==> src/rtl/window_acc_pkg.sv <==
`default_nettype none
// ============================================================================
// Module   : window_acc_pkg
// Purpose  : Width and lane-indexing helpers shared by window_accumulator.
// Revision : 1.0
// ============================================================================
package window_acc_pkg;

   function automatic int clog2(input int n);
      int r;
      r = 0;
      while ((1 << r) < n) r++;
      return r;
   endfunction

   // Headroom for TAPS summands keeps every in-window sum exact.
   function automatic int acc_width(input int in_w, input int taps);
      return in_w + clog2(taps);
   endfunction

   function automatic int lane_lo(input int lane, input int w);
      return lane * w;
   endfunction

endpackage
`default_nettype wire

==> src/rtl/acc_lane.sv <==
`default_nettype none
// ============================================================================
// Module   : acc_lane
// Purpose  : One lane's window accumulator, result register and narrowing.
//            Narrowing saturates when WINDOW_ACC_SAT_EN is defined, else wraps.
// Revision : 1.0
// ============================================================================
module acc_lane
   import window_acc_pkg::*;
#(
   parameter int IN_W  = 32,
   parameter int OUT_W = 32,
   parameter int TAPS  = 9
) (
   input  logic             clk,
   input  logic             reset,
   input  logic             clear,
   input  logic             accept,
   input  logic             complete,
   input  logic [IN_W-1:0]  in_val,
   output logic [OUT_W-1:0] out_val
);

   localparam int ACC_W = acc_width(IN_W, TAPS);

   logic signed [ACC_W-1:0] acc_q, acc_d, sum;
   logic        [OUT_W-1:0] out_q, out_d, narrowed;

   always_comb sum = acc_q + ACC_W'($signed(in_val));

`ifdef WINDOW_ACC_SAT_EN
   localparam int WIDE_W = (ACC_W > OUT_W) ? ACC_W : OUT_W;
   localparam logic signed [WIDE_W-1:0] SAT_MAX =
      {{(WIDE_W-OUT_W+1){1'b0}}, {(OUT_W-1){1'b1}}};
   localparam logic signed [WIDE_W-1:0] SAT_MIN =
      {{(WIDE_W-OUT_W+1){1'b1}}, {(OUT_W-1){1'b0}}};

   logic signed [WIDE_W-1:0] wide;

   always_comb begin
      wide = WIDE_W'(sum);
      if (wide > SAT_MAX)
         narrowed = SAT_MAX[OUT_W-1:0];
      else if (wide < SAT_MIN)
         narrowed = SAT_MIN[OUT_W-1:0];
      else
         narrowed = wide[OUT_W-1:0];
   end
`else
   // Signed size cast truncates when narrowing and sign-extends when widening.
   always_comb narrowed = OUT_W'(sum);
`endif

   always_comb begin
      acc_d = acc_q;
      out_d = out_q;
      if (clear || complete)
         acc_d = '0;
      else if (accept)
         acc_d = sum;
      if (complete)
         out_d = narrowed;
   end

   always_ff @(posedge clk or posedge reset) begin
      if (reset) begin
         acc_q <= '0;
         out_q <= '0;
      end else begin
         acc_q <= acc_d;
         out_q <= out_d;
      end
   end

   assign out_val = out_q;

endmodule
`default_nettype wire

==> src/rtl/window_accumulator.sv <==
`default_nettype none
// ============================================================================
// Module   : window_accumulator
// Purpose  : CH-lane windowed accumulator, one result beat per TAPS inputs,
//            one-deep valid/ready output. Optional WINDOW_ACC_SAT_EN saturates.
// Revision : 1.0
// ============================================================================
module window_accumulator
   import window_acc_pkg::*;
#(
   parameter int IN_W  = 32,
   parameter int OUT_W = 32,
   parameter int CH    = 4,
   parameter int TAPS  = 9
) (
   input  logic                clk,
   input  logic                reset,
   input  logic                clear,
   input  logic                in_valid,
   output logic                in_ready,
   input  logic [CH*IN_W-1:0]  in_data,
   output logic                out_valid,
   input  logic                out_ready,
   output logic [CH*OUT_W-1:0] out_data,
   output logic                out_last_tap
);

   localparam int CNT_W = (TAPS > 1) ? clog2(TAPS) : 1;
   localparam logic [CNT_W-1:0] LAST_CNT = CNT_W'(TAPS - 1);

   logic [CNT_W-1:0] cnt_q, cnt_d;
   logic             out_valid_q, out_valid_d;
   logic             last_tap_q, last_tap_d;
   logic             accept, complete;

   assign in_ready = !out_valid_q || out_ready;
   assign accept   = in_valid && in_ready;
   // A beat accepted alongside clear is swallowed, so it can never complete.
   assign complete = accept && !clear && (cnt_q == LAST_CNT);

   always_comb begin
      cnt_d       = cnt_q;
      out_valid_d = out_valid_q;
      last_tap_d  = complete;
      if (clear || complete)
         cnt_d = '0;
      else if (accept)
         cnt_d = cnt_q + 1'b1;
      if (complete)
         out_valid_d = 1'b1;
      else if (out_valid_q && out_ready)
         out_valid_d = 1'b0;
   end

   always_ff @(posedge clk or posedge reset) begin
      if (reset) begin
         cnt_q       <= '0;
         out_valid_q <= 1'b0;
         last_tap_q  <= 1'b0;
      end else begin
         cnt_q       <= cnt_d;
         out_valid_q <= out_valid_d;
         last_tap_q  <= last_tap_d;
      end
   end

   assign out_valid    = out_valid_q;
   assign out_last_tap = last_tap_q;

   for (genvar k = 0; k < CH; k++) begin : g_lane
      acc_lane #(
         .IN_W  (IN_W),
         .OUT_W (OUT_W),
         .TAPS  (TAPS)
      ) u_lane (
         .clk      (clk),
         .reset    (reset),
         .clear    (clear),
         .accept   (accept),
         .complete (complete),
         .in_val   (in_data[lane_lo(k, IN_W) +: IN_W]),
         .out_val  (out_data[lane_lo(k, OUT_W) +: OUT_W])
      );
   end

endmodule
`default_nettype wire

==> config.mk <==
export PLATFORM = sky130hd
export DESIGN_NAME = window_accumulator
export DESIGN_NICKNAME = d
export VERILOG_FILES = /design/src/rtl/window_acc_pkg.sv /design/src/rtl/acc_lane.sv /design/src/rtl/window_accumulator.sv
export SDC_FILE = /design/constraint.sdc
export NUM_CORES = 1
export LEC_CHECK = 0
export ABC_AREA = 1
export BUFFER_PORTS_ARGS = -buffer_cell sky130_fd_sc_hd__buf_2
export CAP_MARGIN = 10
export CORE_ASPECT_RATIO = 0.9
export CORE_MARGIN = 2
export CORE_UTILIZATION = 53
export DETAILED_ROUTE_END_ITERATION = 12
export HOLD_SLACK_MARGIN = 0.1
export PLACE_DENSITY = 0.77
export RECOVER_POWER = 100
export SETUP_SLACK_MARGIN = 0.5
export SLEW_MARGIN = 5
export SYNTH_ARGS = -nofsm -noshare
export SYNTH_HDL_FRONTEND = slang
export SYNTH_SLANG_ARGS = --single-unit
==> constraint.sdc <==
create_clock -name clk -period 8.7 [get_ports clk]
set_input_delay 1.74 -clock clk [delete_from_list [all_inputs] [get_ports clk]]
set_output_delay 1.74 -clock clk [all_outputs]
set_load 0.02 [all_outputs]
==> results of run 1 <==
-- synthesized netlist by cell type (all sizes together) --
cell,instances,area [um2]
o21ai,98,490
xor2,19,166
a22o,2,17.5
dfrtp,262,6560
fa,4,80.1
a21oi,82,410
nand3b,19,143
nand3,248,1270
and2,2,12.5
nor2,151,574
ha,126,1580
xnor2,43,377
buf,50,275
inv,456,1710
o21bai,12,90.1
nor3,14,81.3
clkinv,1,3.75
nor4,1,6.26
nand4,12,75.1
nand2,1342,5060
a21o,4,30.0
clkbuf,5,20.0
-- per-layer routing --
| metal | GRT usage | part of all wire |
|---|---|---|
| met5 | 0 | 0 |
| met4 | 0.118 | 0.040 |
| met3 | 0.0393 | 0.067 |
| met2 | 0.469 | 0.44 |
| met1 | 0.402 | 0.46 |
-- power by group through the flow --
stage                     Sequential [mW]  Clock [mW]  Combinational, mW
after floorplan                      1.48           0               1.01
after global placement               1.44           0               1.40
after detailed placement             1.45           0               1.43
after CTS                            1.43        1.32               1.43
after global routing                 1.45        1.36               1.61
final                                1.43        1.29               1.42
-- registers in the layout, summed over array words and instances (netlist names) --
register	cells
out_last_tap	1
cnt_q	4
g_lane.u_lane.acc_q	128
out_valid	1
g_lane.u_lane.out_val	128
-- path summary, 6_finish.rpt --
check | from | to | depth (start not counted)
worst max-delay path | out_ready | g_lane[0].u_lane.acc_q[2]$_DFFE_PP0P_ | 9
worst min-delay path | g_lane[0].u_lane.out_val[2]$_DFFE_PP0P_ | g_lane[0].u_lane.out_val[2]$_DFFE_PP0P_ | 2
worst max register to register | out_valid$_DFFE_PP0P_ | g_lane[0].u_lane.acc_q[2]$_DFFE_PP0P_ | 7
worst min register to register | g_lane[0].u_lane.out_val[2]$_DFFE_PP0P_ | g_lane[0].u_lane.out_val[2]$_DFFE_PP0P_ | 2
max in group asynchronous | reset | g_lane[1].u_lane.out_val[22]$_DFFE_PP0P_ | 3
min in group asynchronous | reset | g_lane[3].u_lane.out_val[8]$_DFFE_PP0P_ | 2
-- cell families after synthesis --
| family | count (synthesis) | synth area share |
|---|---|---|
| flip-flops | 262 | 0.345 |
| adder cells (fa/ha/maj) | 130 | 0.0871 |
| buffers and inverters | 512 | 0.106 |
| AO/OA/AOI/OAI | 198 | 0.0546 |
| AND/OR/NAND/NOR | 1789 | 0.380 |
| XOR/XNOR | 62 | 0.0285 |
-- cell usage in the layout (no fill, tap or decap) --
cell type	synthesis	final
inv_6	0	2
nor2_4	0	1
nand3b_1	19	19
a22o_1	2	2
and2_1	2	2
o21ai_0	37	95
o21ai_1	61	3
a21o_1	4	4
inv_1	454	454
nand4_1	12	12
clkinvlp_4	0	4
clkbuf_1	4	142
nand2_1	1331	1334
nor4_1	1	1
clkinv_2	0	2
nand2_2	11	8
nor2_1	148	148
diode_2	0	3
o21bai_1	12	12
clkbuf_2	1	1
ha_1	126	126
dfrtp_1	262	262
clkbuf_8	0	7
nor3_1	13	14
nand3_1	243	243
clkinvlp_2	0	1
clkbuf_16	0	31
buf_4	6	3
a21oi_1	82	82
buf_2	40	132
fa_1	4	4
clkinv_1	1	1
nor2_2	3	2
xor2_1	19	19
nand3_2	5	5
bufinv_16	0	2
xnor2_1	43	43
-- cell type report --
class                           instances  area (um2)
Timing Repair Buffer                  272        1200
Tap cell                              469         587
Sequential cell                       262        6560
Clock inverter                          9         109
Fill cell                            3493       13700
Clock buffer                           44         895
Multi-Input combinational cell       2179       10400
Inverter                              457        1720
Antenna cell                            3        7.51
-- metrics by stage --
step / utilization / hold slack [ns] / instance area [um2] / std cells
finish: 0.611 / 0.479 / 21500 / 3695
floorplan: - / 0.453 / 19000 / 2953
global route: 0.611 / 0.495 / 21500 / 3693
global placement: 0.589 / 0.458 / 20700 / 3639
detailed placement: 0.589 / 0.460 / 20700 / 3639
CTS: 0.617 / 0.479 / 21700 / 3692
-- worst max-delay path, stage by stage --
cell and delay [ns]:
buf_2 0.10, inv_1 0.04, nand2_1 0.07, nand2_1 0.15, inv_1 0.13, nor2_4 0.48, buf_4 0.56, clkbuf_1 2.39
a22o_1 0.41
==> qor.txt, run 1 <==
status: finished, violations left
violated checks: max-capacitance violations, max-slew violations
Syn Nets: 3216
worst skew pair latency: 0.58 ns
P_sw: 1.56 mW
Port Buffers: 263
minimum clock period: 5.68 ns
Leakage Power: 12.9 nW
DRC viols: 0
first-pass GRT wire length: 89000 um
Mean Syn Cell Area: 6.44 um2
Cell Int Power: 2.58 mW
Clock Root Buffer: clkbuf_16
R2R Setup Slk: 3.97 ns
RSZ-0062 raised after global routing: false
setup TNS: 0 ns
period utilisation layout: 0.653
routed len/inst: 14.7 um
post-CTS sizing: 0
cell count after synthesis: 2953
via count: 18926
sequential-to-total area share from yosys stat: 0.345
largest net degree at the start of global routing: 132
die footprint: 37400 um2
area of the core: 35200 um2
die height: 184 um
Post-CTS Setup Inserts: 0
Peak VDD IR: 173 uV
combinational power share: 0.344
All-Layer GR Usage: 0.293
hold_buf cts: 0
dpl ws: 4.37 ns
FF+latch count, synth: 262
io pins: 264
final wirelength: 54500 um
clock power share: 0.310
RD Place Congestion: 0.998
clk sinks: 262
WS Path Type: input pin to flop
TritonCTS clock tree: yes
clk_skew: 0.0189 ns
Initial DRC Count: 1339
Num CTS Buffers: 30
Die W: 204 um
WP data required: 9.20 ns
Final #Nets: 3465
Worst-Margin Slew: 3.49 ns
f_max: 176 MHz
synthesized area: 19000 um2
H-Tree Depth: 1
vias per cell: 5.12
DP Wirelength: 42200 um
clk buf depth: 3
final count of hold timing violations: 0
Power Total: 4.14 mW
vias in the first global route: 18332
initial core utilization: 0.540
post-synth cell types: 32
critical path arrival: 6.18 ns
Min-Delay Path Class: flop to flop
initial antenna violation count: 3
Std-Cell Rows: 65
MaxCap Viol Count: 6
global route total overflow: 0
drt pass-1 iters: 5
fin worst setup slack: 3.02 ns
Worst Setup Start Kind: input pin
Routed Antenna Nets: 0
share of cells above drive strength 1: 0.0624
Synthesis Warnings: 0
maximum fanout along the worst path: 66
clk slew on worst S/H paths: 0.06 ns
Area Overhead vs Synth: 13.1%
switching share of power: 0.376
pwr/cell area: 192 nW/um2
# setup viols final: 0
CP Capture Type: flop
relative slew slack: -1.33
Reg power frac: 0.346
Slew Limit Fails: 437
Power figures use the tool's default switching activity.
==> run 2, diff against run 1 <==
==> constraint.sdc (replaced) <==
create_clock -name clk -period 5 [get_ports clk]
set_input_delay 1 -clock clk [delete_from_list [all_inputs] [get_ports clk]]
set_output_delay 1 -clock clk [all_outputs]
set_load 0.02 [all_outputs]
==> run 2 against run 1 <==
  * The flow still finishes with violations (max-capacitance violations, max-slew violations)
  * Core utilization hardly changed
  * Flip-flop and latch count stayed put
  * Via count is 0.46% higher
  * Highest routed layer unchanged
  * Total power is 73% higher
  * Final cell count hardly changed
  * Critical path depth is 6 lower
  * Count of clock-buffer cells in the layout is 1 lower
  * Clock skew is 0.0030 ns lower
  * Largest cell class unchanged
  * Hold slack hardly changed
==> qor.txt, run 2 (synthesis gave the netlist of run 1 again) <==
Worst Setup Start Kind: input pin
vias in the first global route: 18452 (+0.65%)
Final #Nets: 3467 (+0.058%)
worst-path cell chain: buf_2 -> clkinvlp_2 -> clkbuf_2
minimum clock period: 3.26 ns
hold_buf cts: 0 (unchanged)
global route total overflow: 0 (unchanged)
RD Place Congestion: 0.968 (-2.9%)
Power Total: 7.16 mW (+73%)
die footprint: 37400 um2 (unchanged)
CP Capture Type: async pin
initial antenna violation count: 1 (-2)
violated checks: max-capacitance violations, max-slew violations
Area Overhead vs Synth: 13.2% (about the same)
Routed Antenna Nets: 0 (unchanged)
maximum fanout along the worst path: 76 (+15%)
Die W: 204 um (unchanged)
H-Tree Depth: 1 (unchanged)
DRC viols: 0 (unchanged)
die height: 184 um (unchanged)
# setup viols final: 0 (unchanged)
final count of hold timing violations: 0 (unchanged)
Leakage Power: 12.9 nW (+0.26%)
Num CTS Buffers: 29 (-3.3%)
fin cells: 3694 (-0.027%)
first-pass GRT wire length: 92300 um (+3.7%)
Port Buffers: 263 (unchanged)
Clock Root Buffer: clkbuf_16
Worst-Margin Slew: 1.88 ns (-1.61 ns)
most frequent cells in the layout: nand2_1, inv_1, dfrtp_1
area of the core: 35200 um2 (unchanged)
Slew Limit Fails: 166 (-62%)
clk slew on worst S/H paths: 0.06 ns (about the same)
io pins: 264 (unchanged)
post-CTS sizing: 0 (unchanged)
Largest stage delay, worst path: 1.51 ns (-0.88 ns)
clk buf depth: 3 (unchanged)
worst skew pair latency: 0.58 ns (about the same)
setup TNS: 0 ns (unchanged)
largest net degree at the start of global routing: 105 (-20%)
via count: 19014 (+0.46%)
clk_skew: 0.0159 ns (-0.00300 ns)
total of fill cells in the finished design: 3531 (+1.1%)
critical path arrival: 3.57 ns (-2.61 ns)
relative slew slack: -0.255 (+1.07)
share of cells above drive strength 1: 0.0633 (+0.000911)
TritonCTS clock tree: yes
crit path buf inv count: 3 (-2)
pwr/cell area: 332 nW/um2 (+73%)
MaxCap Viol Count: 3 (-3)
Post-CTS Setup Inserts: 0 (unchanged)
vias per cell: 5.15 (+0.49%)
Largest delay share family, worst path: buffers and inverters
WS Path Type: input pin to async pin
clk sinks: 262 (unchanged)
f_max: 307 MHz
Peak VDD IR: 273 uV (+58%)
period utilisation layout: 0.652
Std-Cell Rows: 65 (unchanged)
DP Wirelength: 43900 um (+4.2%)
RSZ-0062 raised after global routing: false
R2R Setup Slk: 1.78 ns (-2.19 ns)
final wirelength: 57400 um (+5.4%)
slowest CP cell: clkbuf_2
WP data required: 5.31 ns (-3.89 ns)
placed cells: 3642 (+0.082%)
All-Layer GR Usage: 0.308 (+0.0145)
Min-Delay Path Class: flop to flop
initial core utilization: 0.540 (unchanged)
drt pass-1 iters: 6 (+1)
status: finished, violations left
most common cell after layout, fill and taps aside: nand2_1
Initial DRC Count: 1221 (-8.8%)
routed len/inst: 15.5 um (+5.4%)
[run 2: metal layers]
layer	vias up	part of all wire	GRT usage
met5	-	0	0
met4	0	0.034	0.0955
met3	101	0.064	0.0417
met2	592	0.45	0.513
met1	8727	0.45	0.415
li1	9594	-	-
[run 2: cell type report]
type | instances | area (um2) | area share
repair buffers | 275 | 1270 | 0.0590
well taps | 469 | 587 | 0.0273
flip-flops and latches | 262 | 6560 | 0.304
clock inverters | 8 | 93.8 | 0.00436
inverters | 457 | 1720 | 0.0800
multi-input cells | 2179 | 10500 | 0.485
clock buffers | 43 | 848 | 0.0394
diodes | 1 | 2.50 | 0.000116
[run 2: report_power, final]
part / internal, mW / leakage (nW) / switching, mW
logic: 0.819 / 8.95 / 1.69
clock network: 1.26 / 0.468 / 0.891
registers: 2.34 / 3.50 / 0.147
[run 2: tightest hold or removal path: cells and delay by family, from the launching register on]
| family | cells | cell delay, ns |
|---|---|---|
| DFF | 1 | 0.34 |
| and+or+nand+nor | 2 | 0.11 |
[run 2: through the flow]
step                      setup WS [ns]  hold slack (ns)  area, um2   util
final                              1.74            0.479      21500  0.611
after global routing               1.25            0.497      21500  0.611
after CTS                          2.49            0.479      21700  0.617
after detailed placement           1.95            0.461      20800  0.590
after global placement             2.03            0.457      20800  0.590
after floorplan                   0.544            0.453      19000      -
[run 2: path summary, 6_finish.rpt]
kind                                                    startpoint  cells after the start                                  endpoint
min in group asynchronous                                    reset                      2   g_lane[3].u_lane.out_val[8]$_DFFE_PP0P_
min reg2reg                g_lane[2].u_lane.out_val[9]$_DFFE_PP0P_                      2   g_lane[2].u_lane.out_val[9]$_DFFE_PP0P_
min                        g_lane[2].u_lane.out_val[9]$_DFFE_PP0P_                      2   g_lane[2].u_lane.out_val[9]$_DFFE_PP0P_
max reg2reg                                   cnt_q[1]$_DFFE_PP0P_                      8  g_lane[3].u_lane.out_val[25]$_DFFE_PP0P_
max in group clk                              cnt_q[1]$_DFFE_PP0P_                      8  g_lane[3].u_lane.out_val[25]$_DFFE_PP0P_
max                                                          reset                      3    g_lane[0].u_lane.acc_q[28]$_DFFE_PP0P_
==> run 3, diff against run 2 <==
--- a/config.mk
+++ b/config.mk
@@ -5,15 +5,15 @@
 export SDC_FILE = /design/constraint.sdc
 export NUM_CORES = 1
 export LEC_CHECK = 0
-export ABC_AREA = 1
+export ABC_AREA = 0
 export BUFFER_PORTS_ARGS = -buffer_cell sky130_fd_sc_hd__buf_2
 export CAP_MARGIN = 10
 export CORE_ASPECT_RATIO = 0.9
 export CORE_MARGIN = 2
-export CORE_UTILIZATION = 53
+export CORE_UTILIZATION = 58
 export DETAILED_ROUTE_END_ITERATION = 12
 export HOLD_SLACK_MARGIN = 0.1
-export PLACE_DENSITY = 0.77
+export PLACE_DENSITY = 0.82
 export RECOVER_POWER = 100
 export SETUP_SLACK_MARGIN = 0.5
 export SLEW_MARGIN = 5
==> constraint.sdc (replaced) <==
create_clock -name clk -period 3.03 [get_ports clk]
set_input_delay 0.606 -clock clk [delete_from_list [all_inputs] [get_ports clk]]
set_output_delay 0.606 -clock clk [all_outputs]
set_load 0.02 [all_outputs]
==> run 3 against run 2 <==
  * The flow still finishes with violations (max-capacitance violations, max-slew violations)
  * Via count shrank 21%
  * Largest cell class unchanged
  * Non-clock buffer count grew 113
  * Final cell count shrank 34%
  * Synthesized cell count shrank 41%
  * Register-to-register slack lost 1.7 ns
  * Critical path type is now flop to flop
==> qor.txt, run 3 <==
violated checks: max-capacitance violations, max-slew violations
Final #Nets: 2335 (-33%)
Worst-Margin Slew: 1.56 ns (-0.326 ns)
f_max: 340 MHz
Post-synth EDFFs: 0 (unchanged)
synthesized area: 16200 um2 (-15%)
via count: 15010 (-21%)
# setup viols final: 0 (unchanged)
fin worst setup slack: 0.0874 ns (-1.65 ns)
Num CTS Buffers: 28 (-3.4%)
FF+latch count, synth: 262 (unchanged)
clk sinks: 262 (unchanged)
Synthesis Warnings: 0 (unchanged)
RD Place Congestion: 0.926 (-4.3%)
initial core utilization: 0.594 (+0.0536)
clock power share: 0.292 (-0.009)
Leakage Power: 10.2 nW (-21%)
RSZ-0062 raised after global routing: true
CP Capture Type: flop
combinational power share: 0.381 (+0.030)
Reg power frac: 0.327 (-0.021)
Yosys top cell area share: 0.405 (+0.0606)
placed cell area: 19000 um2 (-8.6%)
clk buf depth: 3 (unchanged)
MaxCap Viol Count: 1 (-2)
io pins: 264 (unchanged)
cell mode on critical path: buf_4
Area Overhead vs Synth: 29.7%
vias in the first global route: 14966 (-19%)
top_reg_cell synth: dfrtp_1
synth top area cells: dfrtp_1, ha_1, nand2_1
WP data required: 3.44 ns (-1.87 ns)
Std-Cell Rows: 57 (-12%)
minimum clock period: 2.94 ns
post-layout util: 0.770 (+0.159)
die height: 162 um (-12%)
Cell Int Power: 8.02 mW (+81%)
Design Area, Final: 21000 um2 (-2.5%)
maximum fanout along the worst path: 4 (-95%)
Power Total: 12.3 mW (+71%)
slowest CP cell: a2111oi_4
Min-Delay Path Class: input pin to flop
Initial DRC Count: 953 (-22%)
clk slew on worst S/H paths: 0.07 ns (about the same)
worst skew pair latency: 0.55 ns (-0.03 ns)
routed len/inst: 19.1 um (+23%)
first-pass GRT wire length: 73700 um (-20%)
most frequent cells in the layout: nand2_1, dfrtp_1, clkbuf_1
vias per cell: 6.12 (+19%)
Largest stage delay, worst path: 0.46 ns (-1.05 ns)
clk_skew: 0.0176 ns (+0.00170 ns)
pwr/cell area: 584 nW/um2 (+76%)
most common cell after layout, fill and taps aside: nand2_1
R2R Setup Slk: 0.09 ns (-1.69 ns)
drt pass-1 iters: 5 (-1)
die footprint: 29300 um2 (-22%)
area of the core: 27200 um2 (-23%)
Routed Antenna Nets: 0 (unchanged)
cell count after synthesis: 1729 (-41%)
most frequent cell after synthesis: nand2_1
worst-path cell chain: ha_4 -> fa_2 -> a211oi_2 -> o211ai_1 -> a2111oi_4 -> a211oi_1 -> nor2_1 -> buf_4 -> buf_4 -> a31oi_4 -> xnor2_2 -> o21ai_1
Syn Nets: 1992 (-38%)
H-Tree Depth: 1 (unchanged)
crit path buf inv count: 2 (-1)
global route total overflow: 0 (unchanged)
largest net degree at the start of global routing: 117 (+11%)
DRC viols: 0 (unchanged)
critical path arrival: 3.36 ns (-0.21 ns)
Peak VDD IR: 525 uV (+92%)
Port Buffers: 263 (unchanged)
post-synth cell types: 76 (+140%)
initial antenna violation count: 10 (+9)
Mean Syn Cell Area: 9.36 um2 (+45%)
sequential-to-total area share from yosys stat: 0.405 (+0.0606)
status: finished, violations left
final wirelength: 46900 um (-18%)
switching share of power: 0.346 (-0.0356)
final count of hold timing violations: 0 (unchanged)
Largest delay share family, worst path: compound AO/OA/AOI/OAI gates
DP Wirelength: 30400 um (-31%)
P_sw: 4.24 mW (+55%)
fraction of registers with async set/reset: 1.00 (unchanged)
relative slew slack: -0.0381 (+0.217)
WS Path Type: flop to flop
share of cells above drive strength 1: 0.250 (+0.187)
dpl ws: -0.272 ns (-2.22 ns)
TritonCTS clock tree: yes
Die W: 180 um (-12%)
Slew Limit Fails: 19 (-89%)
Worst Setup Start Kind: flop
All-Layer GR Usage: 0.302 (-0.00565)
period utilisation layout: 0.971
Post-synth top cells: nand2_1, dfrtp_1, ha_1
Clock Root Buffer: clkbuf_16
leading area contributor after synthesis: dfrtp_1
[run 3: power by group through the flow]
stage / registers, mW / clock network, mW / logic, mW
final: 4.01 / 3.58 / 4.67
after global routing: 4.04 / 3.77 / 5.07
after CTS: 4.01 / 3.62 / 4.23
after detailed placement: 4.06 / 0 / 3.92
after global placement: 4.05 / 0 / 3.80
after floorplan: 4.01 / 0 / 3.01
[run 3: path summary, 6_finish.rpt]
path                                                     startpoint                                        to  cells past startpoint
max reg2reg                   g_lane[2].u_lane.acc_q[0]$_DFFE_PP0P_    g_lane[2].u_lane.acc_q[26]$_DFFE_PP0P_                     12
min                                                           clear                      cnt_q[3]$_DFFE_PP0P_                      2
max                           g_lane[2].u_lane.acc_q[0]$_DFFE_PP0P_    g_lane[2].u_lane.acc_q[26]$_DFFE_PP0P_                     12
max in group asynchronous                                     reset  g_lane[1].u_lane.out_val[20]$_DFFE_PP0P_                      5
min in group asynchronous                                     reset    g_lane[0].u_lane.acc_q[29]$_DFFE_PP0P_                      3
min reg2reg                g_lane[0].u_lane.out_val[13]$_DFFE_PP0P_  g_lane[0].u_lane.out_val[13]$_DFFE_PP0P_                      2
[run 3: cell type report]
| type | count | area [um2] |
|---|---|---|
| Multi-Input combinational cell | 1354 | 10700 |
| Timing Repair Buffer | 388 | 2200 |
| Inverter | 38 | 145 |
| Clock inverter | 12 | 148 |
| Fill cell | 1877 | 6260 |
| Antenna cell | 7 | 17.5 |
| Tap cell | 354 | 443 |
| Clock buffer | 39 | 803 |
| Sequential cell | 262 | 6560 |
[run 3: repair_timing]
action | in CTS | in global routing
pin swaps | 69 | 89
setup endpoints to repair | 81 | 112
buffers inserted | 27 | 34
gates cloned | 0 | 0
hold buffers | 1 | 0
endpoints found under the hold margin | 15 | 0
gates resized for setup | 72 | 127
[run 3: cells by family after synthesis]
logic type,Yosys count,synth area share
compound gates,530,0.231
mux,41,0.0280
buf+inv,113,0.0269
fa+ha+maj,130,0.102
flops,262,0.405
simple gates,546,0.147
xor+xnor,107,0.0596
[run 3: routing by layer]
metal,vias to the layer above,routed length [um],GRT usage
met1,7404,19800,0.402
li1,6956,-,-
met2,547,22500,0.507
met4,4,1360,0.0891
met3,99,3180,0.0557
met5,-,21,0
[run 3: worst reg2reg max path: cells and delay by family (launching register included)]
family,cells,cell delay [ns]
AOI/OAI and AO/OA,6,1.22
adders and majority gates,2,0.53
DFF,1,0.42
buffers and inverters,2,0.30
xor gates and xnor gates,1,0.20
and+or+nand+nor,1,0.14
[run 3: per-stage QoR]
stage	hold slack [ns]	cells	TNS, ns
2_1_floorplan	0.453	1729	-270.27
3_3_place_gp	0.452	2334	-1.52
3_5_place_dp	0.457	2334	-2.33
4_1_cts	0.332	2413	0
5_1_grt	0.355	2451	0
6_report	0.341	2454	0
